--- src/rtl/uart_tx_sched.sv ---
// uart_tx_sched: two-requester round-robin scheduler feeding a UART transmitter.
// Frames are 8N1 by default. Define UART_TX_PARITY_EN to add one even-parity
// bit between the data bits and the stop bit.
module uart_tx_sched #(
  parameter int CLK_DIV = 4
) (
  input  logic       clk,
  input  logic       rst,
  input  logic       req0_valid,
  input  logic [7:0] req0_data,
  output logic       req0_ready,
  input  logic       req1_valid,
  input  logic [7:0] req1_data,
  output logic       req1_ready,
  output logic       uart_tx,
  output logic       busy,
  output logic       last_grant
);

  localparam int CW = (CLK_DIV > 2) ? $clog2(CLK_DIV) : 1;
  localparam logic [CW-1:0] CNT_MAX = CW'(CLK_DIV - 1);

  typedef enum logic [2:0] {
    S_IDLE,
    S_START,
    S_DATA,
`ifdef UART_TX_PARITY_EN
    S_PARITY,
`endif
    S_STOP
  } state_t;

  state_t          state_reg;
  logic [CW-1:0]   cnt_reg;
  logic [2:0]      idx_reg;
  logic [7:0]      shift_reg;
  logic            tx_reg;
  logic            last_grant_reg;
`ifdef UART_TX_PARITY_EN
  logic            par_reg;
`endif

  logic idle_open;
  logic bit_done;

  // Grant decision: only in IDLE (and not while reset is held); on a tie the
  // requester that was not served last wins, so neither can be starved.
  always_comb begin
    idle_open  = (state_reg == S_IDLE) && !rst;
    req0_ready = idle_open && req0_valid && (!req1_valid || last_grant_reg);
    req1_ready = idle_open && req1_valid && (!req0_valid || !last_grant_reg);
    bit_done   = (cnt_reg == CNT_MAX);
  end

  assign uart_tx    = tx_reg;
  assign busy       = (state_reg != S_IDLE);
  assign last_grant = last_grant_reg;

  // Frame sequencer: accepts a byte in IDLE, then walks START/DATA/(PARITY)/STOP,
  // each bit lasting CLK_DIV cycles; the line value is registered one edge ahead.
  always_ff @(posedge clk or posedge rst) begin
    if (rst) begin
      state_reg      <= S_IDLE;
      cnt_reg        <= '0;
      idx_reg        <= '0;
      shift_reg      <= '0;
      tx_reg         <= 1'b1;
      last_grant_reg <= 1'b1;
`ifdef UART_TX_PARITY_EN
      par_reg        <= 1'b0;
`endif
    end else begin
      case (state_reg)
        S_IDLE: begin
          cnt_reg <= '0;
          idx_reg <= '0;
          if (req0_ready) begin
            shift_reg      <= req0_data;
            last_grant_reg <= 1'b0;
            tx_reg         <= 1'b0;
            state_reg      <= S_START;
`ifdef UART_TX_PARITY_EN
            par_reg        <= ^req0_data;
`endif
          end else if (req1_ready) begin
            shift_reg      <= req1_data;
            last_grant_reg <= 1'b1;
            tx_reg         <= 1'b0;
            state_reg      <= S_START;
`ifdef UART_TX_PARITY_EN
            par_reg        <= ^req1_data;
`endif
          end
        end
        S_START: begin
          if (bit_done) begin
            cnt_reg   <= '0;
            idx_reg   <= '0;
            tx_reg    <= shift_reg[0];
            shift_reg <= {1'b0, shift_reg[7:1]};
            state_reg <= S_DATA;
          end else begin
            cnt_reg <= cnt_reg + 1'b1;
          end
        end
        S_DATA: begin
          if (bit_done) begin
            cnt_reg <= '0;
            if (idx_reg == 3'd7) begin
`ifdef UART_TX_PARITY_EN
              tx_reg    <= par_reg;
              state_reg <= S_PARITY;
`else
              tx_reg    <= 1'b1;
              state_reg <= S_STOP;
`endif
            end else begin
              idx_reg   <= idx_reg + 3'd1;
              tx_reg    <= shift_reg[0];
              shift_reg <= {1'b0, shift_reg[7:1]};
            end
          end else begin
            cnt_reg <= cnt_reg + 1'b1;
          end
        end
`ifdef UART_TX_PARITY_EN
        S_PARITY: begin
          if (bit_done) begin
            cnt_reg   <= '0;
            tx_reg    <= 1'b1;
            state_reg <= S_STOP;
          end else begin
            cnt_reg <= cnt_reg + 1'b1;
          end
        end
`endif
        S_STOP: begin
          if (bit_done) begin
            cnt_reg   <= '0;
            state_reg <= S_IDLE;
          end else begin
            cnt_reg <= cnt_reg + 1'b1;
          end
        end
        default: begin
          state_reg <= S_IDLE;
          tx_reg    <= 1'b1;
          cnt_reg   <= '0;
        end
      endcase
    end
  end

endmodule

--- config.mk ---
export PLATFORM = sky130hd
export DESIGN_NAME = uart_tx_sched
export DESIGN_NICKNAME = d
export VERILOG_FILES = /design/src/rtl/uart_tx_sched.sv
export SDC_FILE = /design/constraint.sdc
export NUM_CORES = 1
export LEC_CHECK = 0
export ABC_CLOCK_PERIOD_IN_PS = 1950
export BUFFER_PORTS_ARGS = -buffer_cell sky130_fd_sc_hd__buf_4
export CAP_MARGIN = 25
export CORE_ASPECT_RATIO = 1.4
export CORE_MARGIN = 2
export CORE_UTILIZATION = 45
export CTS_BUF_LIST = sky130_fd_sc_hd__clkbuf_4
export CTS_CLUSTER_SIZE = 20
export DETAILED_ROUTE_END_ITERATION = 12
export PLACE_DENSITY = 0.67
export SLEW_MARGIN = 20
export SYNTH_ARGS = -nofsm -noshare
export SYNTH_HDL_FRONTEND = slang
export SYNTH_SLANG_ARGS = --single-unit
--- constraint.sdc ---
create_clock -name clk -period 1.95 [get_ports clk]
set_input_delay 0.0975 -clock clk [delete_from_list [all_inputs] [get_ports clk]]
set_output_delay 0.0975 -clock clk [all_outputs]
set_load 0.02 [all_outputs]
==> impl_metrics.yaml <==
outcome:
  status: "completed"
global_routing:
  gr-usage-met2_pct: 32.0
  gr-usage-met3_pct: 1.76
  top_usage_layer: "met2"
  grt_pass1_vias: 889
  initial_antenna_violation_count: 0
  globalRouteTotalUtil_pct: 17.5
  met1_usage_pct: 20.4
  grt_max_degree: 19
  grt_pass1_wl_um: 3630
  grt.overflow.total: 0
synth:
  syn-num-nets: 135
  synth-edff-count: 0
  synthSimpleGateAreaFrac_pct: 14.2
  yosys_register_bits: 17
  synth.distinct_cells: 28
  synth.yosys.seq_area_share_pct: 40.5
  adder_cell_share_of_the_synthesized_area_pct: 10.7
  count_of_yosys_warnings_during_synthesis: 0
  async_sr_flop_fraction_pct: 100
  combinational_family_with_the_most_area_after_synthesis: "compound AO/OA/AOI/OAI gates"
  syn_avg_cell_area_um2: 9.96
  syn-instance-count: 106
  synthFlopType: "dfrtp_1"
  muxShareOfSynthArea_pct: 4.98
  share_of_the_synthesized_area_in_compound_gates_ao_oa_aoi_oai_pct: 24.8
  post_synth_instance_area_mm2: 0.00106
  post_synth_xor_area_fraction_pct: 0
final_layout:
  final_layout_size_suffix_gt1_share_pct: 35.8
  nNetsFinal: 164
  most-common-layout-cells: "buf_4, dfrtp_1, a21oi_1, nor2b_1, ha_1"
  finish.cell_count_without_fillers: 156
  largest_register_ff_count: 8
  most_common_cell_after_layout_fill_and_taps_aside: "buf_4"
  n_antenna_cell: 0
  areaGrowthSynthToFinish_pct: 24.1
  post_layout_inst_area_mm2: 0.00131
floorplanning:
  die_x_um: 44.9
  fp-row-count: 20
  die_area_mm2: 0.00276
  initial_core_util_pct: 48.0
  chipHeight_um: 61.3
  placeableCoreArea_mm2: 0.00220
  io_pins: 25
worst_hold_path:
  hold_path.class: "in2reg"
timing:
  setup-tns-final_ns: 0
  fin_ws_ns: 0.123
  timing.hold.ws_ns: 0.0895
  maxClockFrequency_ghz: 0.547
  slew_headroom_pct: 65.7
  setup_viol: 0
  clock_skew_ns: 0.00161
  maxSlewViolCount: 0
  post-route-period-util_pct: 93.7
  min_period_ns: 1.83
  hold_violations: 0
  worst-slew-pin-transition_ns: 0.508
  rsz_0062_raised_after_global_routing: "false"
pwr:
  part_of_the_total_power_dissipated_in_sequential_elements_pct: 28.9
  ir_drop_mv: 0.933
  power.net_switching_w: 0.000886
  p_per_area_mw_per_mm2: 1650
  power.internal_w: 0.00128
  combinational_power_share_pct: 62.6
  cellLeakagePower_nw: 0.649
  clock_power_share_pct: 8.5
  switching_share_pct: 40.9
clock_tree:
  cts_inserted_buffers: 3
  clock_sinks: 17
  clock_tree_from_tritoncts: "done"
  clk_pin_slew_ns: 0.10
  total_number_of_h_tree_levels: 1
  clockBufferDepth: 2
  clk-insertion-delay-late_ns: 0.28
  cts_root_buf: "clkbuf_4"
placement:
  pre_cts_slack_ns: 0.0856
  postPlaceCellArea_mm2: 0.00126
  post-dp-hpwl_um: 1630
  port_buffers: 24
  placed_cells: 150
  gpl.final_weighted_congestion: 0.707
setup_path:
  timing.critical_path.required_ns: 2.17
  rr_worst_depth: 6
  reg2reg_to: "uart_tx"
  critical_path_peak_fanout: 9
  setup.worst_path.start: "idx_reg[0]"
  r2r_setup_slk_ns: 0.12
  rr_startpoint: "idx_reg[0]"
  worstSetupEndpointType: "register"
  critical_path_class: "reg2reg"
  worst_ep_arrival_time_ns: 2.05
  timing.critical_path.from_type: "register"
  crit_path_end: "uart_tx"
routing:
  drtIter0Drc: 8
  routed_wl_um: 2090
  route.antenna.remaining_nets: 0
  post_drt_via_cell_ratio: 5.66
  vias: 883
  route.detailed.drc: 0
  route.detailed.wl_per_inst_um: 13.4
  firstDrtPassIters: 4
run:
  max-cap-violations: 0
area by class of cell:
class	count	area, um^2
timing repair buffer	30	228
inverter	5	18.8
tap	22	27.5
multi-input combinational	78	581
fill	199	892
clock inverter	1	5.00
sequential	17	428
clock buffer	3	22.5
worst max-delay path: stages (launching register included):
cell and delay (ns):
dfrtp_1 0.40, ha_1 0.20, ha_1 0.22, nor3b_2 0.16, a21oi_1 0.06, or2_1 0.35
o32a_1 0.37
cells by family after synthesis:
kind of cell,after synthesis
fa+ha+maj,9
simple gates,25
mux,5
buf+inv,11
compound gates,39
flops,17
power by group through the flow:
stage          clock network (W)  registers [W]  logic, W
3_5_place_dp                   0       0.000633   0.00137
3_3_place_gp                   0       0.000624   0.00134
4_1_cts                 0.000196       0.000627   0.00137
6_report                0.000184       0.000627   0.00136
5_1_grt                 0.000206       0.000645   0.00153
2_1_floorplan                  0       0.000639   0.00107
synth_stat cells (2+ instances only):
cell,instances,share of area [%]
mux2_2,2,2.1
a22o_1,2,1.7
o31ai_1,8,5.7
a21oi_1,10,4.7
nor2b_1,9,5.3
o21ai_0,8,3.8
a31o_2,7,5.8
mux2i_1,3,2.8
nand2b_1,2,1.2
buf_2,2,0.95
o21bai_1,2,1.4
inv_1,5,1.8
clkbuf_1,3,1.1
dfstp_2,2,5.0
ha_1,9,11
nand2_1,2,0.71
dfrtp_1,15,36
nor2_1,4,1.4
nor3_1,2,0.95
per-stage QoR:
step                      power (W)  util (%)
after global placement      0.00197      57.3
final                       0.00217      59.5
after CTS                   0.00219      59.1
after detailed placement    0.00200      57.3
after floorplan             0.00171         -
after global routing        0.00238      59.5
metal layers:
metal | vias up | routed length (um)
met4 | 0 | 19
met2 | 20 | 1080
met5 | - | 0
met1 | 421 | 926
li1 | 440 | -
met3 | 2 | 64
worst min-delay path by stage:
| stage | from | end | slack [ns] | cells after the start |
|---|---|---|---|---|
| detailed placement | rst | shift_reg[1] | 0.17 | 3 |
| CTS | req1_valid | last_grant | 0.09 | 3 |
| finish | req1_valid | last_grant | 0.09 | 3 |
| floorplan | rst | cnt_reg[0] | 0.04 | 1 |
| global route | req1_valid | last_grant | 0.1 | 3 |
| global placement | rst | state_reg[0] | 0.16 | 3 |
repair_timing:
item	in CTS	in global routing
buffers inserted	0	1
endpoints found under the setup margin	1	1
gates resized for setup	2	0
hold buffers	1	0
endpoints found under the hold margin	15	0
pin swaps	0	1
Power figures use the tool's default switching activity.
